<file path="config.mk">
export PLATFORM = sky130hd
export DESIGN_NAME = trig_period_meter_flat
export DESIGN_NICKNAME = d
export VERILOG_FILES = /design/src/rtl/trig_period_meter_pkg.sv /design/src/rtl/trig_period_meter_if.sv /design/src/rtl/trig_period_meter_lock_tracker.sv /design/src/rtl/trig_period_meter.sv /design/src/flat_wrapper.sv
export SDC_FILE = /design/constraint.sdc
export NUM_CORES = 1
export LEC_CHECK = 0
export CAP_MARGIN = 20
export CORE_MARGIN = 2
export CORE_UTILIZATION = 50
export DETAILED_ROUTE_END_ITERATION = 10
export DONT_BUFFER_PORTS = 1
export HOLD_SLACK_MARGIN = 0.02
export PLACE_DENSITY = 0.7
export SYNTH_ARGS = -nofsm -noshare
export SYNTH_HDL_FRONTEND = slang
export SYNTH_SLANG_ARGS = --single-unit
</file>
<file path="constraint.sdc">
create_clock -name CLK50MHZ -period 1.7 [get_ports CLK50MHZ]
set_clock_uncertainty 0.1 [all_clocks]
set_input_delay 0 -clock CLK50MHZ [delete_from_list [all_inputs] [get_ports CLK50MHZ]]
set_output_delay 0 -clock CLK50MHZ [all_outputs]
set_load 0.01 [all_outputs]
</file>
<file path="src/rtl/trig_period_meter_pkg.sv">
// Shared clock utilities: meter FSM state encoding and a constant log2
// helper, also reused by the clock divider blocks.
package trig_period_meter_pkg;

   typedef enum logic [1:0] {
      WAIT_FIRST = 2'd0,
      MEASURE    = 2'd1,
      TIMED_OUT  = 2'd2
   } meter_state_e;

   // floor(log2(v)) for v >= 1; returns 0 for v <= 1
   function automatic int flog2(input int v);
      int r;
      r = 0;
      for (int i = 0; i < 31; i++)
         if ((v >> i) != 0) r = i;
      return r;
   endfunction

endpackage

</file>
<file path="src/rtl/trig_period_meter_if.sv">
// Trigger input and measurement results of the trigger period meter.
interface trig_period_meter_if #(
   parameter int W = 6
);
   logic         trig_in;
   logic [W-1:0] period;
   logic         period_valid;
   logic         locked;
   logic         timeout;

   modport master (output trig_in, input period, period_valid, locked, timeout);
   modport slave  (input trig_in, output period, period_valid, locked, timeout);
endinterface

</file>
<file path="src/rtl/trig_period_meter_lock_tracker.sv">
// Counts consecutive in-window periods and flags lock once LOCK_CNT is reached.
module lock_tracker #(
   parameter int LOCK_CNT = 4
) (
   input  logic clk_i,
   input  logic rst_ni,
   input  logic strobe_i,
   input  logic in_win_i,
   input  logic clr_i,
   output logic locked_o
);
   localparam int MW = $clog2(LOCK_CNT + 1);
   localparam logic [MW-1:0] MMAX = MW'(LOCK_CNT);

   logic [MW-1:0] match_q, match_d;
   logic          locked_q, locked_d;

   always_comb begin
      match_d  = match_q;
      locked_d = locked_q;
      if (clr_i) begin
         match_d  = '0;
         locked_d = 1'b0;
      end else if (strobe_i) begin
         if (in_win_i) begin
            match_d  = (match_q == MMAX) ? MMAX : match_q + 1'b1;
            locked_d = (int'(match_q) >= LOCK_CNT - 1);
         end else begin
            match_d  = '0;
            locked_d = 1'b0;
         end
      end
   end

   always_ff @(posedge clk_i) begin
      if (!rst_ni) begin
         match_q  <= '0;
         locked_q <= 1'b0;
      end else begin
         match_q  <= match_d;
         locked_q <= locked_d;
      end
   end

   assign locked_o = locked_q;
endmodule

</file>
<file path="src/rtl/trig_period_meter.sv">
// Measures the interval between trigger pulses, detects missing triggers and
// reports lock when consecutive intervals stay within N +/- TOL.
module trig_period_meter
   import trig_period_meter_pkg::*;
#(
   parameter int N        = 10,
   parameter int TOL      = 1,
   parameter int LOCK_CNT = 4,
   parameter int TIMEOUT  = 4 * N
) (
   input  logic                CLK50MHZ,
   input  logic                RST,
   trig_period_meter_if.slave  bus
);
   localparam int W = flog2(TIMEOUT) + 1;
   localparam logic [W-1:0] CNT_MAX = W'(TIMEOUT);

   meter_state_e state_q, state_d;
   logic [W-1:0] count_q, count_d;
   logic [W-1:0] period_q, period_d;
   logic         pv_q, pv_d;
   logic         timeout_q, timeout_d;
   logic         strobe, to_hit, in_win;

   assign in_win = (int'(count_q) >= N - TOL) && (int'(count_q) <= N + TOL);

   always_comb begin
      state_d   = state_q;
      count_d   = count_q;
      period_d  = period_q;
      pv_d      = 1'b0;
      timeout_d = timeout_q;
      strobe    = 1'b0;
      to_hit    = 1'b0;
      case (state_q)
         WAIT_FIRST: begin
            if (bus.trig_in) begin
               state_d = MEASURE;
               count_d = W'(1);
            end
         end
         MEASURE: begin
            // a trigger on the timeout cycle still closes a valid interval
            if (bus.trig_in) begin
               period_d = count_q;
               pv_d     = 1'b1;
               strobe   = 1'b1;
               count_d  = W'(1);
            end else if (count_q == CNT_MAX) begin
               state_d   = TIMED_OUT;
               timeout_d = 1'b1;
               to_hit    = 1'b1;
            end else begin
               count_d = count_q + 1'b1;
            end
         end
         TIMED_OUT: begin
            if (bus.trig_in) begin
               state_d   = MEASURE;
               count_d   = W'(1);
               timeout_d = 1'b0;
            end
         end
         default: state_d = WAIT_FIRST;
      endcase
   end

   always_ff @(posedge CLK50MHZ) begin
      if (!RST) begin
         state_q   <= WAIT_FIRST;
         count_q   <= '0;
         period_q  <= '0;
         pv_q      <= 1'b0;
         timeout_q <= 1'b0;
      end else begin
         state_q   <= state_d;
         count_q   <= count_d;
         period_q  <= period_d;
         pv_q      <= pv_d;
         timeout_q <= timeout_d;
      end
   end

   lock_tracker #(.LOCK_CNT(LOCK_CNT)) u_lock (
      .clk_i    (CLK50MHZ),
      .rst_ni   (RST),
      .strobe_i (strobe),
      .in_win_i (in_win),
      .clr_i    (to_hit),
      .locked_o (bus.locked)
   );

   assign bus.period       = period_q;
   assign bus.period_valid = pv_q;
   assign bus.timeout      = timeout_q;
endmodule

</file>
<file path="src/flat_wrapper.sv">
// flat-port wrapper written by rule: the top's interface ports become plain ports
module trig_period_meter_flat import trig_period_meter_pkg::*;
#(
   parameter int N        = 10,
   parameter int TOL      = 1,
   parameter int LOCK_CNT = 4,
   parameter int TIMEOUT  = 4 * N
)
  (CLK50MHZ, RST, bus_trig_in, bus_period, bus_period_valid, bus_locked, bus_timeout);
  trig_period_meter_if #(.W((flog2((40)) + 1))) bus_i ();
  input  logic CLK50MHZ;
  input  logic RST;
  input wire logic [$bits(bus_i.trig_in)-1:0] bus_trig_in;
  output wire logic [$bits(bus_i.period)-1:0] bus_period;
  output wire logic [$bits(bus_i.period_valid)-1:0] bus_period_valid;
  output wire logic [$bits(bus_i.locked)-1:0] bus_locked;
  output wire logic [$bits(bus_i.timeout)-1:0] bus_timeout;
  assign bus_i.trig_in = bus_trig_in;
  assign bus_period = bus_i.period;
  assign bus_period_valid = bus_i.period_valid;
  assign bus_locked = bus_i.locked;
  assign bus_timeout = bus_i.timeout;
  trig_period_meter #(.N(N), .TOL(TOL), .LOCK_CNT(LOCK_CNT), .TIMEOUT(TIMEOUT)) u_core (.CLK50MHZ(CLK50MHZ), .RST(RST), .bus(bus_i));
endmodule
</file>
==> results.txt <==
register area - 408 um^2
LEAKAGE - 0.465 nW
Max Slew Vio Count - 0
Fin. Hold Viols - 0
IO Port Bufs - 0
cts bufs inserted - 3
Max Cap Viol - 0
power share of the clock group - 40.6%
DRT iter0 DRCs - 10
Final ANT Viol Nets - 0
number of cells on the critical path - 4
crit-path most repeated cell - a21oi_1
Synth Flop Type - dfxtp_1
global route overflow - 0
Ys Warns - 0
CTS tree - done
worst skew pair latency - 300 ps
Synth Area in XOR/XNOR - 0%
final total power - 0.954 mW
fillers - 176
IO Count - 12
Int Pwr - 0.745 mW
reg2reg end - u_core.u_lock.match_q[2]$_SDFFE_PP0P_
core area - 1980 um^2
WP data arrival - 1750 ps
area of the multi-input gates - 641 um^2
peak per-stage delay on the critical path - 570 ps
Critical R2R Launch - u_core.count_q[5]$_SDFFE_PN0P_
Max Fclk - 620 MHz
Area Overhead vs Synth - 15.9%
most common cell in the netlist - dfxtp_1
setup slack, reg-to-reg - 90 ps
largest net degree at the start of global routing - 13
mux cell area share after synthesis - 0%
Avg Vias per Cell - 5.58
adder-cell share of the synthesized area - 9.38%
synth top area cells - dfxtp_1 38%, ha_1 9.4%, nand2_1 6.7%
Layout Cells excl Fill - 163
Die Ht - 50.2 um
status - finished clean
Post-synth EDFFs - 0
Flop pwr share - 50.4%
final wirelength - 2190 um
vias in the first global route - 827
Final Wtd Congestion - 0.832
maximum VDD drop - 0.000483 V
crit path capture - u_core.u_lock.match_q[2]$_SDFFE_PP0P_
critical path capture point type - register
crit share post-route - 94.8%
Crit-path slowest cell - or4b_4
DIE AREA - 2520 um^2
Net Count, Synth - 139
Buf/Inv on CP - 0
share of cells above drive strength 1 - 16.2%
Yosys top cell area share - 37.5%
combinational family with the most area after synthesis - simple AND/OR/NAND/NOR gates
net switching power - 0.209 mW
critical path class - register to register
RSZ-0062 raised after global routing - yes
worst reg-to-reg path cell count - 4
PwrDens - 771 nW/um^2
Layout Nets - 148
clk buf depth - 2
Vias - 910
switching share of power - 21.9%
Syn Area/Cell - 8.34 um^2
first-pass GRT wire length - 3600 um
root buffer cell - clkbuf_4
sequential element share of the synthesized area - 37.5%
pin slew with the least headroom to its limit - 415 ps
Combinational Power Share - 9.0%
clock sink total - 20
Wirelength per Cell - 13.4 um
post-synth top area cell - dfxtp_1
Max FO, Critical Path - 9
antenna violations before repair - 0
Worst slew margin - 72.2%
Worst EP required - 1840 ps
total global-route track usage - 18.6%
DP Wirelength - 1590 um
HP Class - input port to register
Final Critical Period - 1610 ps
Cell Rows - 16
DRC errors left - 0
Gate Count Post-Synth - 128
Final setup viols - 0
# placed instances - 157
Clock transition at path regs - 120 ps
Compound-Gate Fraction of Synth Area - 17.5%
Starting Density - 53.9%
diodes inserted - 0
Synth Cell Area - 1070 um^2
crit path from - u_core.count_q[5]$_SDFFE_PN0P_
worst path cell trace - or4b_4 -> nor4_2 -> a21oi_1 -> a21oi_1
family with the most delay on the worst path - simple AND/OR/NAND/NOR gates
Simple-Gate Fraction of Synth Area - 30.2%
ys async rst share - 0%
top cells by count, synth - 20 x dfxtp_1, 19 x nand2_1, 11 x a21oi_1, 11 x nor2_1
die width - 50.2 um
drt pass-1 iters - 4
Yosys cell types - 37
Startpoint Class - register
# H-tree levels - 1
Yosys reg bits - 20
-- cells by family (layout without fill, tap and decap cells) --
kind of cell	Yosys count	count (layout)
and+or+nand+nor	59	59
AOI/OAI and AO/OA	28	28
DFF	20	20
buffers and inverters	13	21
adders and majority gates	8	8
-- how the worst min path moves through the flow --
stage	startpoint	to	slack, ps	depth (start not counted)
2_1_floorplan	RST	u_core.count_q[0]$_SDFFE_PN0P_	40	2
3_3_place_gp	bus_trig_in	u_core.state_q[1]$_SDFFE_PN0P_	-20	1
3_5_place_dp	bus_trig_in	u_core.state_q[1]$_SDFFE_PN0P_	-10	1
4_1_cts	bus_trig_in	u_core.state_q[0]$_SDFFE_PN0P_	90	3
5_1_grt	bus_trig_in	u_core.state_q[0]$_SDFFE_PN0P_	110	3
6_report	bus_trig_in	u_core.state_q[0]$_SDFFE_PN0P_	110	3
-- layout by cell type (no fill, tap or decap), types with 3 or more instances in the layout --
cell type and n:
a21oi_1 11, buf_4 7, nor2_1 11, nand2_1 19, dfxtp_1 16, inv_1 8, dfxtp_2 3, clkbuf_4 3
nand3_1 8, nor2b_1 4, ha_1 8, o211ai_1 3, a31oi_1 3
-- power by group through the flow --
stage               Combinational, mW  Sequential [mW]  Clock [mW]
finish                         0.0855            0.481       0.388
global route                   0.0932            0.483       0.414
CTS                            0.0807            0.482       0.399
detailed placement             0.0710            0.493           0
global placement               0.0687            0.492           0
floorplan                      0.0490            0.494           0
-- flip-flops by register name, indices dropped and copies added, names as in the netlist --
name                     cells
u_core.count_q               6
u_core.bus.period            6
u_core.bus.period_valid      1
u_core.u_lock.match_q        3
u_core.state_q               2
u_core.u_lock.locked_o       1
u_core.bus.timeout           1
-- metal layers --
layer / share of wire, % / global-route usage (%)
met2: 48 / 30.5
met3: 4.2 / 3.87
met4: 0.82 / 5.56
met5: 0 / 0
met1: 47 / 24.6
-- final cells by class --
cell class,count,share of cell area [%]
Timing Repair Buffer,9,5.86
Tap cell,27,2.73
Clock inverter,1,2.43
Clock buffer,3,1.82
Sequential cell,20,33.0
Inverter,8,2.43
Multi-Input combinational cell,95,51.8
-- metrics by stage --
stage / worst slack [ps] / util, % / instance area [um^2] / TNS, ps / hold slack, ps
after global routing: -17.0 / 62.4 / 1240 / -17.0 / 111
after floorplan: 0.631 / - / 1070 / 0 / 38.4
after global placement: 50.7 / 56.8 / 1130 / 0 / -16.1
after detailed placement: 30.9 / 56.8 / 1130 / 0 / -13.6
after CTS: 6.25 / 60.5 / 1200 / 0 / 94.3
final: 87.8 / 62.4 / 1240 / 0 / 106
-- worst register-to-register path, cell delays in order (launching register included) --
cell	delay (ps)
dfxtp_4	390
or4b_4	570
nor4_2	270
a21oi_1	70
a21oi_1	140
-- what timing repair did --
| item | 4_1_cts | 5_1_grt |
|---|---|---|
| hold buffers | 2 | 0 |
| endpoints found under the setup margin | 0 | 8 |
| resized for setup | 0 | 10 |
| hold endpoints to repair | 20 | 0 |
| buffers inserted | 0 | 0 |
Note: power is estimated with default switching activity, not from simulation.
